File: src/rtl/regfile_fwd_pkg.sv
// regfile_fwd_pkg
// Shared definitions for the forwarding register file: default widths,
// register bus types, the zero word and the read-port source selector.
// No ports; imported by the interface, the read-port mux and the top.

package regfile_fwd_pkg;

   localparam int DefDataW   = 16;
   localparam int DefDepth   = 8;
   localparam int DefNumRead = 2;
   localparam int DefCntW    = 16;

   // Address width for a given depth. A single-entry file still gets one
   // address bit so every port keeps a non-zero width.
   function automatic int addrWidth(input int depth);
      return (depth <= 2) ? 1 : $clog2(depth);
   endfunction

   localparam int DefAddrW = addrWidth(DefDepth);

   typedef logic [DefDataW-1:0] RegBus;
   typedef logic [DefAddrW-1:0] RegAddrBus;

   localparam RegBus ZeroWord = '0;

   // Where a read port takes its operand from, in priority order.
   typedef enum logic [2:0] {
      SrcOff,     // port disabled or address outside the file
      SrcZero,    // hardwired zero register
      SrcEx,      // EX-stage result (non-load)
      SrcMem,     // MEM-stage result
      SrcWb,      // write-back data in the same cycle
      SrcArray    // stored register value
   } FwdSrc;

endpackage

File: src/rtl/regfile_fwd_if.sv
// regfile_fwd_if
// Bundles the register-file bus: write-back port, read ports, EX/MEM
// forwarding inputs and the load-use stall outputs.
// Modports:
//   master - pipeline side (drives write-back, reads, forwarding, clear)
//   slave  - register file (drives rData_o, stallReq_o, stallCnt_o)

interface regfile_fwd_if
   import regfile_fwd_pkg::*;
#(
   parameter int DATA_W   = DefDataW,
   parameter int ADDR_W   = DefAddrW,
   parameter int NUM_READ = DefNumRead,
   parameter int CNT_W    = DefCntW
) ();

   logic                       wEnable_i;
   logic [ADDR_W-1:0]          wAddr_i;
   logic [DATA_W-1:0]          wData_i;

   logic [NUM_READ-1:0]        rEnable_i;
   logic [NUM_READ*ADDR_W-1:0] rAddr_i;
   logic [NUM_READ*DATA_W-1:0] rData_o;

   logic                       exWReg_i;
   logic [ADDR_W-1:0]          exWRegAddr_i;
   logic [DATA_W-1:0]          exWData_i;
   logic                       exIsLoad_i;

   logic                       memWReg_i;
   logic [ADDR_W-1:0]          memWRegAddr_i;
   logic [DATA_W-1:0]          memWData_i;

   logic                       stallReq_o;
   logic [CNT_W-1:0]           stallCnt_o;
   logic                       stallCntClr_i;

   modport master (
      output wEnable_i, wAddr_i, wData_i,
      output rEnable_i, rAddr_i,
      output exWReg_i, exWRegAddr_i, exWData_i, exIsLoad_i,
      output memWReg_i, memWRegAddr_i, memWData_i,
      output stallCntClr_i,
      input  rData_o, stallReq_o, stallCnt_o
   );

   modport slave (
      input  wEnable_i, wAddr_i, wData_i,
      input  rEnable_i, rAddr_i,
      input  exWReg_i, exWRegAddr_i, exWData_i, exIsLoad_i,
      input  memWReg_i, memWRegAddr_i, memWData_i,
      input  stallCntClr_i,
      output rData_o, stallReq_o, stallCnt_o
   );

endinterface

File: src/rtl/regfile_fwd_mux.sv
// regfile_fwd_mux
// One read port: picks the operand from EX, MEM, write-back or the array
// (youngest producer first) and flags a load-use hazard on that port.
// Ports:
//   rEnable/rAddr        - read request for this port
//   arrayData            - stored value of register rAddr
//   exWReg..exIsLoad     - EX-stage producer
//   memWReg..memWData    - MEM-stage producer
//   wEnable/wAddr/wData  - write-back happening this cycle
//   rData                - selected operand (0 when disabled)
//   hazard               - EX holds a load targeting rAddr

module regfile_fwd_mux
   import regfile_fwd_pkg::*;
#(
   parameter int DATA_W   = DefDataW,
   parameter int DEPTH    = DefDepth,
   parameter int ADDR_W   = addrWidth(DEPTH),
   parameter int ZERO_REG = 0
) (
   input  logic              rEnable,
   input  logic [ADDR_W-1:0] rAddr,
   input  logic [DATA_W-1:0] arrayData,
   input  logic              exWReg,
   input  logic [ADDR_W-1:0] exWRegAddr,
   input  logic [DATA_W-1:0] exWData,
   input  logic              exIsLoad,
   input  logic              memWReg,
   input  logic [ADDR_W-1:0] memWRegAddr,
   input  logic [DATA_W-1:0] memWData,
   input  logic              wEnable,
   input  logic [ADDR_W-1:0] wAddr,
   input  logic [DATA_W-1:0] wData,
   output logic [DATA_W-1:0] rData,
   output logic              hazard
);

   // One extra bit so DEPTH itself is representable for the range check.
   localparam logic [ADDR_W:0] DepthV = (ADDR_W+1)'(DEPTH);

   FwdSrc src;
   logic  inRange;
   logic  isZero;
   logic  exHit;

   always_comb begin
      src     = SrcArray;
      hazard  = 1'b0;
      inRange = ({1'b0, rAddr} < DepthV);
      isZero  = (ZERO_REG != 0) && (rAddr == '0);
      exHit   = exWReg && (exWRegAddr == rAddr);

      if (!rEnable || !inRange) begin
         src = SrcOff;
      end else if (isZero) begin
         src = SrcZero;
      end else begin
         // A load in EX has no data yet: raise the hazard and let the
         // operand fall through to older producers (it will be replayed).
         hazard = exHit && exIsLoad;
         if (exHit && !exIsLoad)
            src = SrcEx;
         else if (memWReg && (memWRegAddr == rAddr))
            src = SrcMem;
         else if (wEnable && (wAddr == rAddr))
            src = SrcWb;
         else
            src = SrcArray;
      end
   end

   always_comb begin
      rData = DATA_W'(ZeroWord);
      case (src)
         SrcEx:    rData = exWData;
         SrcMem:   rData = memWData;
         SrcWb:    rData = wData;
         SrcArray: rData = arrayData;
         default:  rData = DATA_W'(ZeroWord);
      endcase
   end

endmodule

File: src/rtl/regfile_fwd.sv
// regfile_fwd
// General-purpose register file with NUM_READ forwarded read ports, one
// write-back port, load-use hazard detection and a saturating stall
// counter.
// Ports:
//   clk  - clock, all state changes on the rising edge
//   rst  - asynchronous active-low reset; clears array and counter and
//          forces rData_o / stallReq_o to 0 while low
//   bus  - regfile_fwd_if.slave: write-back, read ports, EX/MEM
//          forwarding, stallReq_o, stallCnt_o, stallCntClr_i

module regfile_fwd
   import regfile_fwd_pkg::*;
#(
   parameter int DATA_W   = DefDataW,
   parameter int DEPTH    = DefDepth,
   parameter int NUM_READ = DefNumRead,
   parameter int ZERO_REG = 0,
   parameter int CNT_W    = DefCntW
) (
   input  logic         clk,
   input  logic         rst,
   regfile_fwd_if.slave bus
);

   localparam int ADDR_W = addrWidth(DEPTH);
   localparam logic [ADDR_W:0] DepthV = (ADDR_W+1)'(DEPTH);

   logic [DATA_W-1:0]          regArray [DEPTH];
   logic [NUM_READ*DATA_W-1:0] muxData;
   logic [NUM_READ-1:0]        hazardVec;
   logic                       stallReq;
   logic                       wrAllowed;
   logic [CNT_W-1:0]           stallCntReg;
   logic [CNT_W-1:0]           stallCntNext;

   // ---------------------------------------------------------------
   // Write-back into the array
   // ---------------------------------------------------------------
   assign wrAllowed = bus.wEnable_i
                    && ({1'b0, bus.wAddr_i} < DepthV)
                    && !((ZERO_REG != 0) && (bus.wAddr_i == '0));

   always_ff @(posedge clk or negedge rst) begin
      if (!rst) begin
         for (int i = 0; i < DEPTH; i++)
            regArray[i] <= '0;
      end else if (wrAllowed) begin
         regArray[bus.wAddr_i] <= bus.wData_i;
      end
   end

   // ---------------------------------------------------------------
   // Read ports
   // ---------------------------------------------------------------
   for (genvar gi = 0; gi < NUM_READ; gi++) begin : gRead
      logic [ADDR_W-1:0] portAddr;
      logic [DATA_W-1:0] arrayData;

      assign portAddr = bus.rAddr_i[gi*ADDR_W +: ADDR_W];
      // Out-of-range addresses are masked to 0 inside the mux.
      assign arrayData = regArray[portAddr];

      regfile_fwd_mux #(
         .DATA_W   (DATA_W),
         .DEPTH    (DEPTH),
         .ADDR_W   (ADDR_W),
         .ZERO_REG (ZERO_REG)
      ) uMux (
         .rEnable     (bus.rEnable_i[gi]),
         .rAddr       (portAddr),
         .arrayData   (arrayData),
         .exWReg      (bus.exWReg_i),
         .exWRegAddr  (bus.exWRegAddr_i),
         .exWData     (bus.exWData_i),
         .exIsLoad    (bus.exIsLoad_i),
         .memWReg     (bus.memWReg_i),
         .memWRegAddr (bus.memWRegAddr_i),
         .memWData    (bus.memWData_i),
         .wEnable     (bus.wEnable_i),
         .wAddr       (bus.wAddr_i),
         .wData       (bus.wData_i),
         .rData       (muxData[gi*DATA_W +: DATA_W]),
         .hazard      (hazardVec[gi])
      );
   end

   // Outputs are held at zero for as long as reset is asserted.
   assign bus.rData_o    = rst ? muxData : '0;
   assign stallReq       = rst && (|hazardVec);
   assign bus.stallReq_o = stallReq;

   // ---------------------------------------------------------------
   // Stall cycle counter: clear beats increment, saturates at all-ones
   // ---------------------------------------------------------------
   always_comb begin
      stallCntNext = stallCntReg;
      if (bus.stallCntClr_i)
         stallCntNext = '0;
      else if (stallReq && (stallCntReg != {CNT_W{1'b1}}))
         stallCntNext = stallCntReg + CNT_W'(1);
   end

   always_ff @(posedge clk or negedge rst) begin
      if (!rst)
         stallCntReg <= '0;
      else
         stallCntReg <= stallCntNext;
   end

   assign bus.stallCnt_o = stallCntReg;

endmodule
File: src/flat_wrapper.sv
// flat-port wrapper written by rule: the top's interface ports become plain ports
module regfile_fwd_flat import regfile_fwd_pkg::*;
#(
   parameter int DATA_W   = DefDataW,
   parameter int DEPTH    = DefDepth,
   parameter int NUM_READ = DefNumRead,
   parameter int ZERO_REG = 0,
   parameter int CNT_W    = DefCntW
)
  (clk, rst, bus_wEnable_i, bus_wAddr_i, bus_wData_i, bus_rEnable_i, bus_rAddr_i, bus_exWReg_i, bus_exWRegAddr_i, bus_exWData_i, bus_exIsLoad_i, bus_memWReg_i, bus_memWRegAddr_i, bus_memWData_i, bus_stallCntClr_i, bus_rData_o, bus_stallReq_o, bus_stallCnt_o);
  regfile_fwd_if #(.DATA_W(DATA_W), .NUM_READ(NUM_READ), .CNT_W(CNT_W)) bus_i ();
  input  logic clk;
  input  logic rst;
  input wire logic [$bits(bus_i.wEnable_i)-1:0] bus_wEnable_i;
  input wire logic [$bits(bus_i.wAddr_i)-1:0] bus_wAddr_i;
  input wire logic [$bits(bus_i.wData_i)-1:0] bus_wData_i;
  input wire logic [$bits(bus_i.rEnable_i)-1:0] bus_rEnable_i;
  input wire logic [$bits(bus_i.rAddr_i)-1:0] bus_rAddr_i;
  input wire logic [$bits(bus_i.exWReg_i)-1:0] bus_exWReg_i;
  input wire logic [$bits(bus_i.exWRegAddr_i)-1:0] bus_exWRegAddr_i;
  input wire logic [$bits(bus_i.exWData_i)-1:0] bus_exWData_i;
  input wire logic [$bits(bus_i.exIsLoad_i)-1:0] bus_exIsLoad_i;
  input wire logic [$bits(bus_i.memWReg_i)-1:0] bus_memWReg_i;
  input wire logic [$bits(bus_i.memWRegAddr_i)-1:0] bus_memWRegAddr_i;
  input wire logic [$bits(bus_i.memWData_i)-1:0] bus_memWData_i;
  input wire logic [$bits(bus_i.stallCntClr_i)-1:0] bus_stallCntClr_i;
  output wire logic [$bits(bus_i.rData_o)-1:0] bus_rData_o;
  output wire logic [$bits(bus_i.stallReq_o)-1:0] bus_stallReq_o;
  output wire logic [$bits(bus_i.stallCnt_o)-1:0] bus_stallCnt_o;
  assign bus_i.wEnable_i = bus_wEnable_i;
  assign bus_i.wAddr_i = bus_wAddr_i;
  assign bus_i.wData_i = bus_wData_i;
  assign bus_i.rEnable_i = bus_rEnable_i;
  assign bus_i.rAddr_i = bus_rAddr_i;
  assign bus_i.exWReg_i = bus_exWReg_i;
  assign bus_i.exWRegAddr_i = bus_exWRegAddr_i;
  assign bus_i.exWData_i = bus_exWData_i;
  assign bus_i.exIsLoad_i = bus_exIsLoad_i;
  assign bus_i.memWReg_i = bus_memWReg_i;
  assign bus_i.memWRegAddr_i = bus_memWRegAddr_i;
  assign bus_i.memWData_i = bus_memWData_i;
  assign bus_i.stallCntClr_i = bus_stallCntClr_i;
  assign bus_rData_o = bus_i.rData_o;
  assign bus_stallReq_o = bus_i.stallReq_o;
  assign bus_stallCnt_o = bus_i.stallCnt_o;
  regfile_fwd #(.DATA_W(DATA_W), .DEPTH(DEPTH), .NUM_READ(NUM_READ), .ZERO_REG(ZERO_REG), .CNT_W(CNT_W)) u_core (.clk(clk), .rst(rst), .bus(bus_i));
endmodule
File: config.mk
export PLATFORM = sky130hd
export DESIGN_NAME = regfile_fwd_flat
export DESIGN_NICKNAME = d
export VERILOG_FILES = /design/src/rtl/regfile_fwd_pkg.sv /design/src/rtl/regfile_fwd_if.sv /design/src/rtl/regfile_fwd_mux.sv /design/src/rtl/regfile_fwd.sv /design/src/flat_wrapper.sv
export SDC_FILE = /design/constraint.sdc
export NUM_CORES = 1
export LEC_CHECK = 0
export ABC_AREA = 1
export CAP_MARGIN = 20
export CORE_MARGIN = 10
export CORE_UTILIZATION = 40
export DETAILED_ROUTE_END_ITERATION = 12
export SYNTH_ARGS = -nofsm -noshare
export SYNTH_HDL_FRONTEND = slang
export SYNTH_SLANG_ARGS = --single-unit
File: constraint.sdc
create_clock -name clk -period 8.4 [get_ports clk]
set_clock_uncertainty 0.15 [all_clocks]
set_input_delay 2.52 -clock clk [delete_from_list [all_inputs] [get_ports clk]]
set_output_delay 2.52 -clock clk [all_outputs]
set_load 0.01 [all_outputs]
-- Yosys cells after proc, flatten, opt, wreduce, memory -nomap -nowiden
Index checks and enable logic that the tools add are counted.
- flip-flop bits (word level): 144
- input bits: 72
- reduce and logical (&&, ||, !) cells: 16
- $lt $le $gt $ge: 4
- equal/unequal tests: 15
- $add $sub $neg: 1
- bitwise logic cells: 3
- muxes and demuxes: 24
- operators by type and width (kind ; count):
    $bwmux W128 ; 1
    $pmux W16 S4 ; 2
    $mux W16 ; 7
    $bmux W16 S3 ; 2
    $demux W16 S3 ; 1
    $mux W32 ; 1
    $eq A3 B3 Y1 ; 6
    $mux W3 ; 6
    $add A16 B1 Y16 const B ; 1
    $ne A16 B16 Y1 const B ; 1
    $logic_and A1 B1 Y1 ; 13
    $eq A3 B2 Y1 const B ; 4
    $eq A3 B3 Y1 const B ; 4
    $ge A4 B4 Y1 const B ; 3
    $not A3 Y4 ; 3
    $lt A4 B1 Y1 const B ; 1
    $mux W1 ; 4
    $reduce_bool A2 Y1 ; 1
    $reduce_or A2 Y1 ; 1
    $logic_not A1 Y1 ; 1

-- Logic depth before layout (Yosys ltp)
- depth in word-level cells: 9
- gate-level depth with buffers: 14
- gate-level depth less buffers: 12

-- Cells and area by module
A second synthesis with hierarchy kept.
- cell total of the unflattened synthesis: 1517
- area total of the unflattened synthesis: 10334.9 µm²
- by module, submodules not included (module ; times used ; cells an instance ; area each (µm²) ; sequential area each (µm²)):
    regfile_fwd ; 1 ; 1163 ; 8062.7 ; 3603.5
    regfile_fwd_mux ; 2 ; 177 ; 1136.1 ; 0.0

-- Worst setup path after synthesis
No wires, ideal clock.
- kind: input port to output port
- start point: input port bus_rAddr_i[3]
- end point: output port bus_rData_o[21]
- data arrival time: 3761 ps
- required time: 5730 ps
- path buffers: 2
- stages: 13
- setup slack: 1969 ps
- cell sequence: buf_4 -> inv_4 -> nand2_1 -> nand2_1 -> nor2_2 -> nand3_2 -> nand3_2 -> nor2_4 -> buf_4 -> nand2_1 -> nand2_1 -> nor2_1 -> nor2_1
- word-level cells in the longest chain between the ends: 9
- ends and longest elaborated chain (element ; line ; RTL):
    from (decl) ; flat_wrapper.sv:18 ; input wire logic [$bits(bus_i.rAddr_i)-1:0] bus_rAddr_i;
    $eq A3 B3 Y1 ; regfile_fwd_mux.sv:65 ; else if (wEnable && (wAddr == rAddr))
    $logic_and A1 B1 Y1 ; regfile_fwd_mux.sv:65 ;
    $mux W1 ; regfile_fwd_mux.sv:65 ;
    $mux W3 ; regfile_fwd_mux.sv:63 ; else if (memWReg && (memWRegAddr == rAddr))
    $mux W3 ; regfile_fwd_mux.sv:61 ; if (exHit && !exIsLoad)
    $mux W3 ; regfile_fwd_mux.sv:53 ; if (!rEnable || !inRange) begin
    $eq A3 B3 Y1 or $eq A3 B2 Y1 (tied branches) ; regfile_fwd_mux.sv:74 ; case (src)
    $pmux W16 S4 (*) ; regfile_fwd_mux.sv:74 ;
    $mux W32 (*) ; regfile_fwd.sv:89 ; assign bus.rData_o = rst ? muxData : '0;
    to (decl) ; flat_wrapper.sv:27 ; output wire logic [$bits(bus_i.rData_o)-1:0] bus_rData_o;
Mark *: on every way between the ends. The rest lies on a longest branch, timed or not. The select of a mux whose other input is x is not followed.

-- Final worst setup path
- start point: input port bus_rAddr_i[4]
- end point: output port bus_rData_o[29]
The elaborated chain is that of the path after synthesis.

==> results.toml <==
[floorplan]
num_io_pins = 121
rows = 56
initial_utilization = 0.406
die_w_um = 174
fp.dieH_um = 174
design.core.area_um2 = 23500
die_area_um2 = 30400

[synth]
synth_cells = 1465
ys_seq_area_frac = 0.378
synth_area_um2 = 9520
ys_ff_latch = 144
ys_warn_count = 0
syn_avg_cell_area_um2 = 6.50
syn_nets = 1538
synth.distinct_cells = 30

[global_route]
grt_pass1_wl_um = 52100
grt_max_degree = 123
antenna_found_initial = 0
grt_usage = 0.212
globalRouteOverflowTotal = 0
first_global_vias = 9561

[clock_network]
cts_tree = "yes"
cts_resized = 0
postCtsSetupBuffers = 0
clk_path_buf_depth = 2
htree_levels = 4
cts_buffers = 17
ctsHoldBuffers = 0
clk_latency_ns = 0.43
clk_pin_slew_ns = 0.07
cts_sinks = 144
cts_root_buf = "clkbuf_16"

[timing]
tightest_slew_ns = 1.06
slew_viol_final = 0
rsz0062_at_grt = "no"
post-route-min-period_ns = 7.85
clock.fmax_ghz = 0.127
setup_ws_ns = 0.549
relSlewSlack = 0.288
setup_tns_ns = 0
setup_viol = 0
hold_viol_final = 0
min_period_over_period = 0.935

[cells_and_area]
diodes = 0
syn_to_final_growth_pct = 21.5
drive_gt1_frac = 0.0606
fin_nets = 1610
layout_commonest_cell = "nand2_1"
final_cell_mix = "nand2_1, o21ai_0, dfrtp_1"
fillers = 2470

[worst_setup_path]
r2r_slack_ns = 5.78
cp_num_buf_inv = 4
worstPathRequired_ns = 5.73
cp_common_cell = "nand2_1"
r2r_cells = 10
cp.arrival_ns = 5.18
cp_slowest_stage_delay_ns = 0.60
timing.rr.end = "u_core.bus.stallCnt_o[11]$_DFFE_PN0P_"
r2r-start = "u_core.bus.stallCnt_o[0]$_DFFE_PN0P_"
path_class = "in -> out"
crit_path_end_kind = "output port"
crit_path_start_kind = "input pin"
crit_slowest_cell = "clkdlybuf4s50_1"
crit_path_cell_trace = "clkdlybuf4s50_1 > inv_2 > nand2_1 > nand2_1 > nor2_2 > nand3_2 > a21oi_4 > buf_4 > nand3_1 > nand2_1 > nor2_1 > nor2_1 > clkdlybuf4s50_1"
cp_top_family = "buffers and inverters"
critPathMaxFanout = 32

[min_path]
min_path_type = "reg -> reg"
worstHoldStart = "u_core.regArray[81]$_DFFE_PN0P_"
hold_path_depth = 2
hold_end = "u_core.regArray[81]$_DFFE_PN0P_"

[drt]
vias = 9987
dr.pass1.iters = 7
drc = 0
drt_iter0_drc = 973
antenna_left = 0
wl_per_cell_um = 17.5
finalWirelength_um = 32700
via_per_inst = 5.34

[power_and_ir_drop]
power_density_nw_per_um2 = 187
leakage_nw = 5.45
ir_worst_vdd_mv = 0.149
total_power_mw = 2.16

[placed_design]
post-place-ws_ns = 0.576
hpwl_um = 22700
place_congestion = 0.891
port-buffer-count = 120

[job]
maxCapViolCount = 0

[run_status]
status = "completed"
final cells by class:
cell class | instances | area [um^2] | share of cell area
Multi-Input combinational cell | 1117 | 5070 | 0.438
Sequential cell | 144 | 3600 | 0.311
Timing Repair Buffer | 148 | 1490 | 0.129
Clock buffer | 19 | 443 | 0.0383
Inverter | 109 | 417 | 0.0360
Tap cell | 319 | 399 | 0.0345
Clock inverter | 13 | 153 | 0.0132
logic make-up after synthesis:
kind of cell / share of synthesized area
adders and majority gates: 0.00131
xor gates and xnor gates: 0.0129
buffers and inverters: 0.0903
DFF: 0.378
AOI/OAI and AO/OA: 0.194
and+or+nand+nor: 0.324
routing by layer:
layer  wire length (um)  track usage  share of wire
met1              13900        0.258           0.43
met2              16500        0.372           0.50
met3               1530       0.0388          0.047
met4                761       0.0670          0.023
met5                  0            0              0
worst max-delay path by stage:
stage / from / end / depth (start not counted)
after floorplan: bus_rAddr_i[3] / bus_rData_o[21] / 13
after global placement: bus_rAddr_i[5] / bus_rData_o[29] / 13
after detailed placement: bus_rAddr_i[4] / bus_rData_o[29] / 13
after CTS: bus_rAddr_i[4] / bus_rData_o[29] / 13
after global routing: bus_rAddr_i[4] / bus_rData_o[29] / 13
final: bus_rAddr_i[4] / bus_rData_o[29] / 13
worst reg2reg max path: cells and delay by family, from the launching register on:
family                     cells  cell delay [ns]
DFF                            1             0.52
and+or+nand+nor                8             1.45
adders and majority gates      1             0.28
buffers and inverters          1             0.11
cell usage after synthesis:
library cell	instances	area [um^2]
nor2_4	5	56.3
a21oi_4	1	16.3
inv_1	100	375
xor2_1	8	70.1
nand4_4	1	21.3
nand2_1	446	1670
o21ai_0	208	1040
nor3_1	5	25.0
a21oi_1	123	616
o211ai_1	13	97.6
nand4_1	7	43.8
nor2_2	5	31.3
nand3_2	5	50.1
nor2_1	140	526
nand3_1	126	631
clkbuf_1	61	229
buf_1	1	3.75
o21ai_1	11	55.1
inv_2	6	22.5
buf_6	2	22.5
dfrtp_1	144	3600
o21ai_2	1	8.76
nor4_1	1	6.26
buf_4	13	97.6
buf_2	18	90.1
nand2_2	3	18.8
a21oi_2	1	8.76
ha_1	1	12.5
inv_4	3	18.8
xnor2_1	6	52.6
power breakdown:
group | leakage, nW | switching [mW] | internal (mW)
clock network | 0.281 | 0.326 | 0.451
registers | 1.81 | 0.0833 | 0.812
logic | 3.36 | 0.299 | 0.192
sequential cells by signal, indices dropped and copies added (netlist names):
register / flops
u_core.bus.stallCnt_o: 16
u_core.regArray: 128
metrics by stage:
| step | instances | area (um^2) | utilization | hold WS, ns |
|---|---|---|---|---|
| 2_1_floorplan | 1465 | 9520 | - | 0.303 |
| 3_3_place_gp | 1832 | 10900 | 0.463 | 0.317 |
| 3_5_place_dp | 1834 | 10900 | 0.465 | 0.323 |
| 4_1_cts | 1866 | 11500 | 0.491 | 0.338 |
| 5_1_grt | 1869 | 11600 | 0.493 | 0.351 |
| 6_report | 1869 | 11600 | 0.493 | 0.335 |
Power figures use the tool's default switching activity.
